[src/rtl/riscv_pkg.sv]
// riscv_pkg: shared types and constants for the branch redirect controller
package riscv_pkg;

    localparam int unsigned INSN_BYTES = 4;
    localparam int unsigned XLEN_MAX   = 64;

    typedef enum logic [1:0] {
        IDLE     = 2'd0,
        REDIRECT = 2'd1,
        DRAIN    = 2'd2
    } redir_state_e;

    // Address fields are sized for the widest supported XLEN; narrower
    // datapaths zero-extend into them.
    typedef struct packed {
        logic                take;
        logic                is_jump;
        logic                pred_taken;
        logic [XLEN_MAX-1:0] pc;
        logic [XLEN_MAX-1:0] target;
        logic [XLEN_MAX-1:0] pred_target;
    } branch_res_t;

endpackage

[src/rtl/branch_redirect_ctrl.sv]
// branch_redirect_ctrl: detects branch mispredicts, redirects fetch and drains the front end
module branch_redirect_ctrl
    import riscv_pkg::*;
#(
    parameter int XLEN         = 32,
    parameter int FLUSH_CYCLES = 2,
    parameter int CNT_W        = 16
) (
    input  logic             clk_i,
    input  logic             rst_i,
    input  logic             res_valid_i,
    output logic             res_ready_o,
    input  logic             res_take_i,
    input  logic             res_is_jump_i,
    input  logic             res_pred_taken_i,
    input  logic [XLEN-1:0]  res_pc_i,
    input  logic [XLEN-1:0]  res_target_i,
    input  logic [XLEN-1:0]  res_pred_target_i,
    output logic             redir_valid_o,
    input  logic             redir_ready_i,
    output logic [XLEN-1:0]  redir_pc_o,
    output logic             flush_o,
    output logic             stall_o,
    output logic [CNT_W-1:0] branch_cnt_o,
    output logic [CNT_W-1:0] mispredict_cnt_o
);

    redir_state_e     state_q;
    branch_res_t      res;
    logic             accept;
    logic             actual_taken;
    logic             mispredict;
    logic [XLEN-1:0]  correct_pc;
    logic [XLEN-1:0]  redir_pc_q;
    logic [3:0]       drain_q;
    logic             redir_valid_q;
    logic             flush_q;
    logic             stall_q;
    logic [CNT_W-1:0] branch_cnt_q, branch_cnt_d;
    logic [CNT_W-1:0] mispredict_cnt_q, mispredict_cnt_d;

    assign res = '{
        take:        res_take_i,
        is_jump:     res_is_jump_i,
        pred_taken:  res_pred_taken_i,
        pc:          XLEN_MAX'(res_pc_i),
        target:      XLEN_MAX'(res_target_i),
        pred_target: XLEN_MAX'(res_pred_target_i)
    };

    assign res_ready_o  = (state_q == IDLE);
    assign accept       = res_valid_i & res_ready_o;
    assign actual_taken = res.is_jump | res.take;
    assign mispredict   = (actual_taken != res.pred_taken) | (actual_taken & (res.target != res.pred_target));
    // Truncating after the add gives the modulo-2^XLEN wrap of pc+4.
    assign correct_pc   = XLEN'(actual_taken ? res.target : res.pc + XLEN_MAX'(INSN_BYTES));

    // Saturating statistics counters.
    always_comb begin
        branch_cnt_d     = (accept && !(&branch_cnt_q)) ? branch_cnt_q + CNT_W'(1) : branch_cnt_q;
        mispredict_cnt_d = (accept && mispredict && !(&mispredict_cnt_q)) ? mispredict_cnt_q + CNT_W'(1) : mispredict_cnt_q;
    end

    // Statistics counter registers.
    always_ff @(posedge clk_i) begin
        if (rst_i) begin
            branch_cnt_q     <= '0;
            mispredict_cnt_q <= '0;
        end else begin
            branch_cnt_q     <= branch_cnt_d;
            mispredict_cnt_q <= mispredict_cnt_d;
        end
    end

    // Redirect FSM with registered redirect/flush/stall outputs.
    always_ff @(posedge clk_i) begin
        if (rst_i) begin
            state_q       <= IDLE;
            redir_pc_q    <= '0;
            drain_q       <= '0;
            redir_valid_q <= 1'b0;
            flush_q       <= 1'b0;
            stall_q       <= 1'b0;
        end else begin
            case (state_q)
                IDLE: begin
                    if (accept && mispredict) begin
                        state_q       <= REDIRECT;
                        redir_pc_q    <= correct_pc;
                        redir_valid_q <= 1'b1;
                        flush_q       <= 1'b1;
                        stall_q       <= 1'b1;
                    end
                end
                REDIRECT: begin
                    if (redir_ready_i) begin
                        redir_valid_q <= 1'b0;
                        if (FLUSH_CYCLES == 0) begin
                            state_q <= IDLE;
                            flush_q <= 1'b0;
                            stall_q <= 1'b0;
                        end else begin
                            state_q <= DRAIN;
                            drain_q <= 4'(FLUSH_CYCLES - 1);
                        end
                    end
                end
                DRAIN: begin
                    if (drain_q == 4'd0) begin
                        state_q <= IDLE;
                        flush_q <= 1'b0;
                        stall_q <= 1'b0;
                    end else begin
                        drain_q <= drain_q - 4'd1;
                    end
                end
                default: begin
                    state_q       <= IDLE;
                    redir_valid_q <= 1'b0;
                    flush_q       <= 1'b0;
                    stall_q       <= 1'b0;
                end
            endcase
        end
    end

    assign redir_valid_o    = redir_valid_q;
    assign redir_pc_o       = redir_pc_q;
    assign flush_o          = flush_q;
    assign stall_o          = stall_q;
    assign branch_cnt_o     = branch_cnt_q;
    assign mispredict_cnt_o = mispredict_cnt_q;

endmodule

[config.mk]
export PLATFORM = sky130hd
export DESIGN_NAME = branch_redirect_ctrl
export DESIGN_NICKNAME = d
export VERILOG_FILES = /design/src/rtl/riscv_pkg.sv /design/src/rtl/branch_redirect_ctrl.sv
export SDC_FILE = /design/constraint.sdc
export NUM_CORES = 1
export LEC_CHECK = 0
export CAP_MARGIN = 20
export CORE_AREA = 2 2 91 93
export DETAILED_ROUTE_END_ITERATION = 7
export DIE_AREA = 0 0 93 95
export DONT_BUFFER_PORTS = 1
export PLACE_DENSITY = 0.69
export SLEW_MARGIN = 40
export SYNTH_ARGS = -nofsm -noshare
export SYNTH_HDL_FRONTEND = slang
export SYNTH_SLANG_ARGS = --single-unit
[constraint.sdc]
create_clock -name clk_i -period 4.2 [get_ports clk_i]
set_clock_uncertainty 0.2 [all_clocks]
set_input_delay 0.84 -clock clk_i [delete_from_list [all_inputs] [get_ports clk_i]]
set_output_delay 0.84 -clock clk_i [all_outputs]
set_load 0.005 [all_outputs]
==> results.yml, run 1 <==
run_status:
  outcome: "complete, no violations"
global_routing:
  grt_pass1_vias: 3313
  grt_pass1_wl_um: 16700
  grt_max_degree: 80
  grt_antenna_before_repair: 0
  grt_util_all_layers_pct: 24.4
  overflow: 0
sta:
  timing.hold.ws_ns: 0.271
  final.min_clock_period_ns: 2.96
  clock.fmax_mhz: 338
  grt_setup_unrepaired: "false"
  hold_violations: 0
  tns_ns: 0
  slew_headroom_pct: 60.5
  timing.final.crit_share_pct: 70.5
  slew_violations: 0
  worst-slew-pin-transition_ns: 0.591
  setup_viol: 0
pwr:
  swShare_pct: 25.6
  seq_power_share_pct: 47.6
  vdd_drop_max_mv: 0.168
  cellPowerDensity_nw_per_um2: 358
  power_frac_comb_pct: 12.2
  clkPwrFrac_pct: 40.2
  p_leak_nw: 1.52
  finalPower_mw: 1.60
  intPower_mw: 1.19
  power.switching_mw: 0.408
worst_hold_path:
  holdCritStartpoint: "redir_pc_o[12]"
  hold_path_class: "reg2reg"
  hold-path-cell-count: 2
  worstHoldEndpoint: "redir_pc_o[12]"
worst_setup_path:
  crit_buf_inv: 1
  critPathMaxStageDelay_ns: 0.56
  critPathKind: "in2reg"
  cp.required_ns: 4.28
  r2r.worst_path.cells: 7
  worstPathArrival_ns: 3.04
  cp_slowest_cell: "nor4_4"
  crit_path_end_kind: "register"
  worstReg2RegEnd: "mispredict_cnt_o[10]"
  path_max_fanout: 28
  startpoint_type: "input pin"
  crit_family: "simple AND/OR/NAND/NOR gates"
  crit_path_cell_trace: "xor2_1 > nor4_1 > nand4_1 > nor4_4 > or2_1 > buf_4 > nand2_1 > a21oi_1"
  ff2ff_setup_slack_ns: 1.57
  r2r_start: "state_q[1]"
placement:
  gp_congestion: 0.893
  dp_cells: 607
  hpwl_um: 8400
  io_buffer_count: 0
clock_network:
  ctsResizeCount: 0
  cts.sinks: 72
  cts_tree: "done"
  clock_latency_ns: 0.34
  hold_buffers: 0
  cts_buffers: 9
  cts_root_buf: "clkbuf_8"
  postCtsSetupBuffers: 0
  clk_pin_slew_ns: 0.08
  cts-htree-levels: 3
  clockBufferDepth: 2
layout:
  layout.cells.non_filler: 623
  n_fill_cell: 769
  multi_input_area_um2: 2590
  fin_nets: 620
  seq_area_um2: 1440
  drive_above_1_share_pct: 7.34
  antenna_cells: 0
  final_util_pct: 56.2
  syn_to_final_growth_pct: 5.60
die:
  num_io_pins: 171
  floorplan.die.height_um: 95
  dieArea_um2: 8840
  core_um2: 7930
  row_count: 33
  die_x_um: 93
  initial_core_util_pct: 53.3
logic_synthesis:
  synth_edf_count: 0
  ys_warn_count: 0
  netlist_instances: 527
  avgSynthCellArea_um2: 8.01
  synth.yosys.seq_area_share_pct: 34.1
  async_flop_share_pct: 0
  synth_cell_types: 50
  ys_seq_elements: 72
  synthesis.nets: 634
  syn-cell-area_um2: 4220
  synth_flop_cell: "dfxtp_1"
route:
  drtIter0Drc: 132
  antenna_left: 0
  drcViolationCount: 0
  routedWlPerCell_um: 17.6
  drt-total-wl_um: 11000
  vias: 3708
  routed_via_density: 5.95
  first_pass_iters: 4
run:
  maxCapViolCount: 0
-- cells in the mapped netlist, types with 3 or more instances --
cell type	instances	area share [%]
a211oi_1	4	0.71
a21oi_1	29	3.4
a21oi_2	5	1.0
a311oi_1	6	1.2
a41o_1	3	0.71
and3_1	11	1.6
and4_1	7	1.5
buf_6	3	0.80
clkbuf_1	18	1.6
dfxtp_1	72	34
ha_1	4	1.2
inv_1	8	0.71
mux2_2	4	1.1
nand2_1	81	7.2
nand3_1	28	3.3
nand4_1	15	2.2
nor2_1	55	4.9
nor2b_1	7	1.0
nor3_1	8	0.95
nor4_1	12	1.8
o211ai_1	26	4.6
o21ai_0	9	1.1
or3_1	6	0.89
xnor2_1	28	5.8
xor2_1	48	10
-- metal layers --
layer,track usage (%),wire (um),up-vias
met2,40.1,5330,163
met4,11.8,287,0
met3,7.26,1040,19
met5,0,0,-
li1,-,-,1823
met1,29.1,4340,1703
-- placed cells by master, fill, tap and decap left out, types with 3 or more instances in the layout --
master and count:
a21oi_1 29, nand2_1 81, a211oi_1 4, or3_1 6, nor3_1 8, o211ai_1 26, and3_1 11, dfxtp_1 72
nor2_1 53, and4_1 7, nor2b_1 7, nand3_1 28, clkbuf_8 12, xor2_1 48, a21oi_2 5, o21ai_0 9
inv_1 8, xnor2_1 28, nand4_1 15, nor4_1 12, buf_4 3, a311oi_1 6, ha_1 4, mux2_2 4
a41o_1 3
-- power by group through the flow --
stage / sequential [mW] / combinational [mW] / clock [mW]
after global placement: 0.776 / 0.190 / 0
after detailed placement: 0.777 / 0.195 / 0
after global routing: 0.765 / 0.220 / 0.687
final: 0.760 / 0.194 / 0.642
after floorplan: 0.763 / 0.183 / 0
after CTS: 0.761 / 0.196 / 0.656
-- how the worst max path moves through the flow --
stage,cells past startpoint,slack [ns],end,from
2_1_floorplan,9,1.44,redir_pc_o[18],res_target_i[30]
3_3_place_gp,8,0.91,redir_pc_o[23],res_target_i[24]
3_5_place_dp,8,0.90,redir_pc_o[14],res_target_i[24]
4_1_cts,8,1.26,redir_pc_o[20],res_target_i[24]
5_1_grt,8,1.05,redir_pc_o[14],res_target_i[24]
6_report,8,1.24,redir_pc_o[14],res_target_i[24]
-- final cells by class --
cell class | instances | area share (%)
inverters | 8 | 0.674
clock inverters | 4 | 1.68
clock buffers | 12 | 3.70
well taps | 105 | 2.95
flip-flops and latches | 72 | 32.3
repair buffers | 3 | 0.505
multi-input cells | 419 | 58.2
-- stage by stage --
| stage | worst slack, ns | cell area, um^2 |
|---|---|---|
| after global routing | 1.05 | 4460 |
| after global placement | 0.913 | 4220 |
| after detailed placement | 0.902 | 4220 |
| after floorplan | 1.44 | 4220 |
| final | 1.24 | 4460 |
| after CTS | 1.26 | 4460 |
-- kinds of logic after synthesis --
kind of cell / synth area share [%]
flip-flops: 34.1
adder cells (fa/ha/maj): 1.19
AO/OA/AOI/OAI: 14.6
XOR/XNOR: 15.8
multiplexers: 1.57
buffers and inverters: 4.68
AND/OR/NAND/NOR: 28.0
-- flip-flops by register name, indices dropped and copies added, names as in the netlist --
| signal | cells |
|---|---|
| redir_valid_o | 1 |
| state_q | 2 |
| stall_o | 1 |
| redir_pc_o | 32 |
| drain_q | 4 |
| branch_cnt_o | 16 |
| mispredict_cnt_o | 16 |
-- worst min-delay path, stage by stage, from the launching register on --
cell	delay, ns
dfxtp_1	0.33
nand2_1	0.06
a21oi_1	0.05
No activity file was read; power rests on OpenSTA's default activity.
==> inputs of run 2 (changes only) <==
==> constraint.sdc (replaced) <==
create_clock -name clk_i -period 3.03 [get_ports clk_i]
set_clock_uncertainty 0.2 [all_clocks]
set_input_delay 0.606 -clock clk_i [delete_from_list [all_inputs] [get_ports clk_i]]
set_output_delay 0.606 -clock clk_i [all_outputs]
set_load 0.005 [all_outputs]
==> run 2 against run 1 <==
Via count is 1.2% lower. Flip-flop and latch count unchanged. Setup slack worse by 0.87 ns. Sequential power rose by 38%. Critical path depth down 1. Final cell count increased by 0.32%. Sequential share of layout area down 0.39 points. Routed wire length is 0.52% lower. Die area unchanged. Count of clock-buffer cells in the layout did not move. Worst hold slack worse by 0.14 ns. Final area grew 1.2%.
==> results.yml, run 2 (same netlist as run 1, synthesis figures left out) <==
route:
  routed_via_density: 5.86
  drcViolationCount: 0
  drtIter0Drc: 105
  vias: 3662
  antenna_left: 0
  routedWlPerCell_um: 17.5
  drt-total-wl_um: 10900
  first_pass_iters: 4
die:
  die_x_um: 93
  initial_core_util_pct: 53.3
  dieArea_um2: 8840
  core_um2: 7930
  row_count: 33
  floorplan.die.height_um: 95
  num_io_pins: 171
worst_setup_path:
  crit_family: "simple AND/OR/NAND/NOR gates"
  crit_buf_inv: 1
  cp_slowest_cell: "nor2_2"
  worstPathArrival_ns: 2.71
  ff2ff_setup_slack_ns: 0.37
  crit_path_cell_trace: "nor2_1 > and2_1 > o21ai_0 > nor2_2 > buf_4 > nor2_1 > a311oi_1"
  path_common_cell: "nor2_1"
  critPathKind: "reg2reg"
  path_max_fanout: 18
  startpoint_type: "register"
  crit_path_end_kind: "register"
  critPathMaxStageDelay_ns: 0.67
  cp.required_ns: 3.09
placement:
  placed_area_um2: 4260
  gp_congestion: 0.868
  hpwl_um: 8340
  dp_cells: 609
  io_buffer_count: 0
layout:
  layout_commonest_cell: "nand2_1"
  syn_to_final_growth_pct: 6.88
  final_util_pct: 56.9
  largest_register_ffs: 32
  final_cell_mix: "81 x nand2_1, 72 x dfxtp_1, 53 x nor2_1, 48 x xor2_1, 29 x a21oi_1"
  n_fill_cell: 741
  layout.cells.non_filler: 625
  fin_nets: 622
  final_cell_area_um2: 4510
  antenna_cells: 0
  drive_above_1_share_pct: 7.50
sta:
  setup_viol: 0
  clock.fmax_mhz: 376
  slew_violations: 0
  tns_ns: 0
  timing.final.crit_share_pct: 87.7
  final.min_clock_period_ns: 2.66
  hold_violations: 0
  slew_headroom_pct: 48.8
  grt_setup_unrepaired: "false"
  worst-slew-pin-transition_ns: 0.768
global_routing:
  use_met1_pct: 29.2
  use_met3_pct: 8.54
  use_met2_pct: 40.9
  grt_antenna_before_repair: 0
  grt_pass1_vias: 3510
  grt_util_all_layers_pct: 24.8
  grt_max_degree: 80
  grt_pass1_wl_um: 17100
  busiest_layer: "met2"
  overflow: 0
worst_hold_path:
  hold_path_class: "in2reg"
clock_network:
  cts.sinks: 72
  cts_buffers: 9
  clk_pin_slew_ns: 0.07
  clock_latency_ns: 0.35
  cts_tree: "done"
  hold_buffers: 0
  postCtsSetupBuffers: 0
  cts-htree-levels: 3
  clockBufferDepth: 2
  ctsResizeCount: 0
  cts_root_buf: "clkbuf_8"
pwr:
  p_leak_nw: 1.56
  cellPowerDensity_nw_per_um2: 509
  vdd_drop_max_mv: 0.248
run:
  maxCapViolCount: 0
run_status:
  outcome: "complete, no violations"
-- run 2: cell types whose count changed in the layout (fill, tap and decap cells not counted), sizes merged --
cell	previous run	this run
inv	8	9
bufinv	2	3
buf	3	5
clkinvlp	2	0
-- run 2: layout make-up --
type	instances	area, um^2	share of cell area (%)
multi-input cells	419	2590	57.5
clock inverters	4	98.8	2.19
inverters	8	30.0	0.666
well taps	105	131	2.91
repair buffers	5	62.6	1.39
flip-flops and latches	72	1440	31.9
clock buffers	12	155	3.44
-- run 2: worst register-to-register path: stages, from the launching register on --
cell and delay (ns):
dfxtp_1 0.36, nor2_1 0.18, and2_1 0.30, o21ai_0 0.25, nor2_2 0.67, buf_4 0.34
nor2_1 0.06, a311oi_1 0.22
-- run 2: path summary, 6_finish.rpt --
kind,from,to,cells after the start
setup / recovery,state_q[1],redir_pc_o[0],7
hold / removal,rst_i,drain_q[0],1
setup reg to reg,state_q[1],redir_pc_o[0],7
hold reg to reg,redir_pc_o[24],redir_pc_o[24],2
-- run 2: routing by layer --
metal	wire [um]	up-vias
met5	0	-
met4	319	0
met3	916	23
met2	5220	141
met1	4480	1667
li1	-	1831
-- run 2: through the flow --
stage / power, mW / hold WS [ns] / worst slack [ns]
after detailed placement: 1.36 / 0.259 / 0.0885
after global routing: 2.39 / 0.0992 / 0.144
after global placement: 1.35 / 0.257 / 0.0901
after CTS: 2.31 / 0.103 / 0.302
final: 2.30 / 0.133 / 0.373
after floorplan: 1.31 / 0.248 / 0.505
-- run 2: report_power, final --
part | leakage [nW] | switching (mW) | total [mW] | internal [mW]
sequential | 0.587 | 0.0522 | 1.05 | 1.00
clock | 0.127 | 0.368 | 0.963 | 0.596
combinational | 0.842 | 0.157 | 0.280 | 0.122
total | 1.56 | 0.577 | 2.30 | 1.72
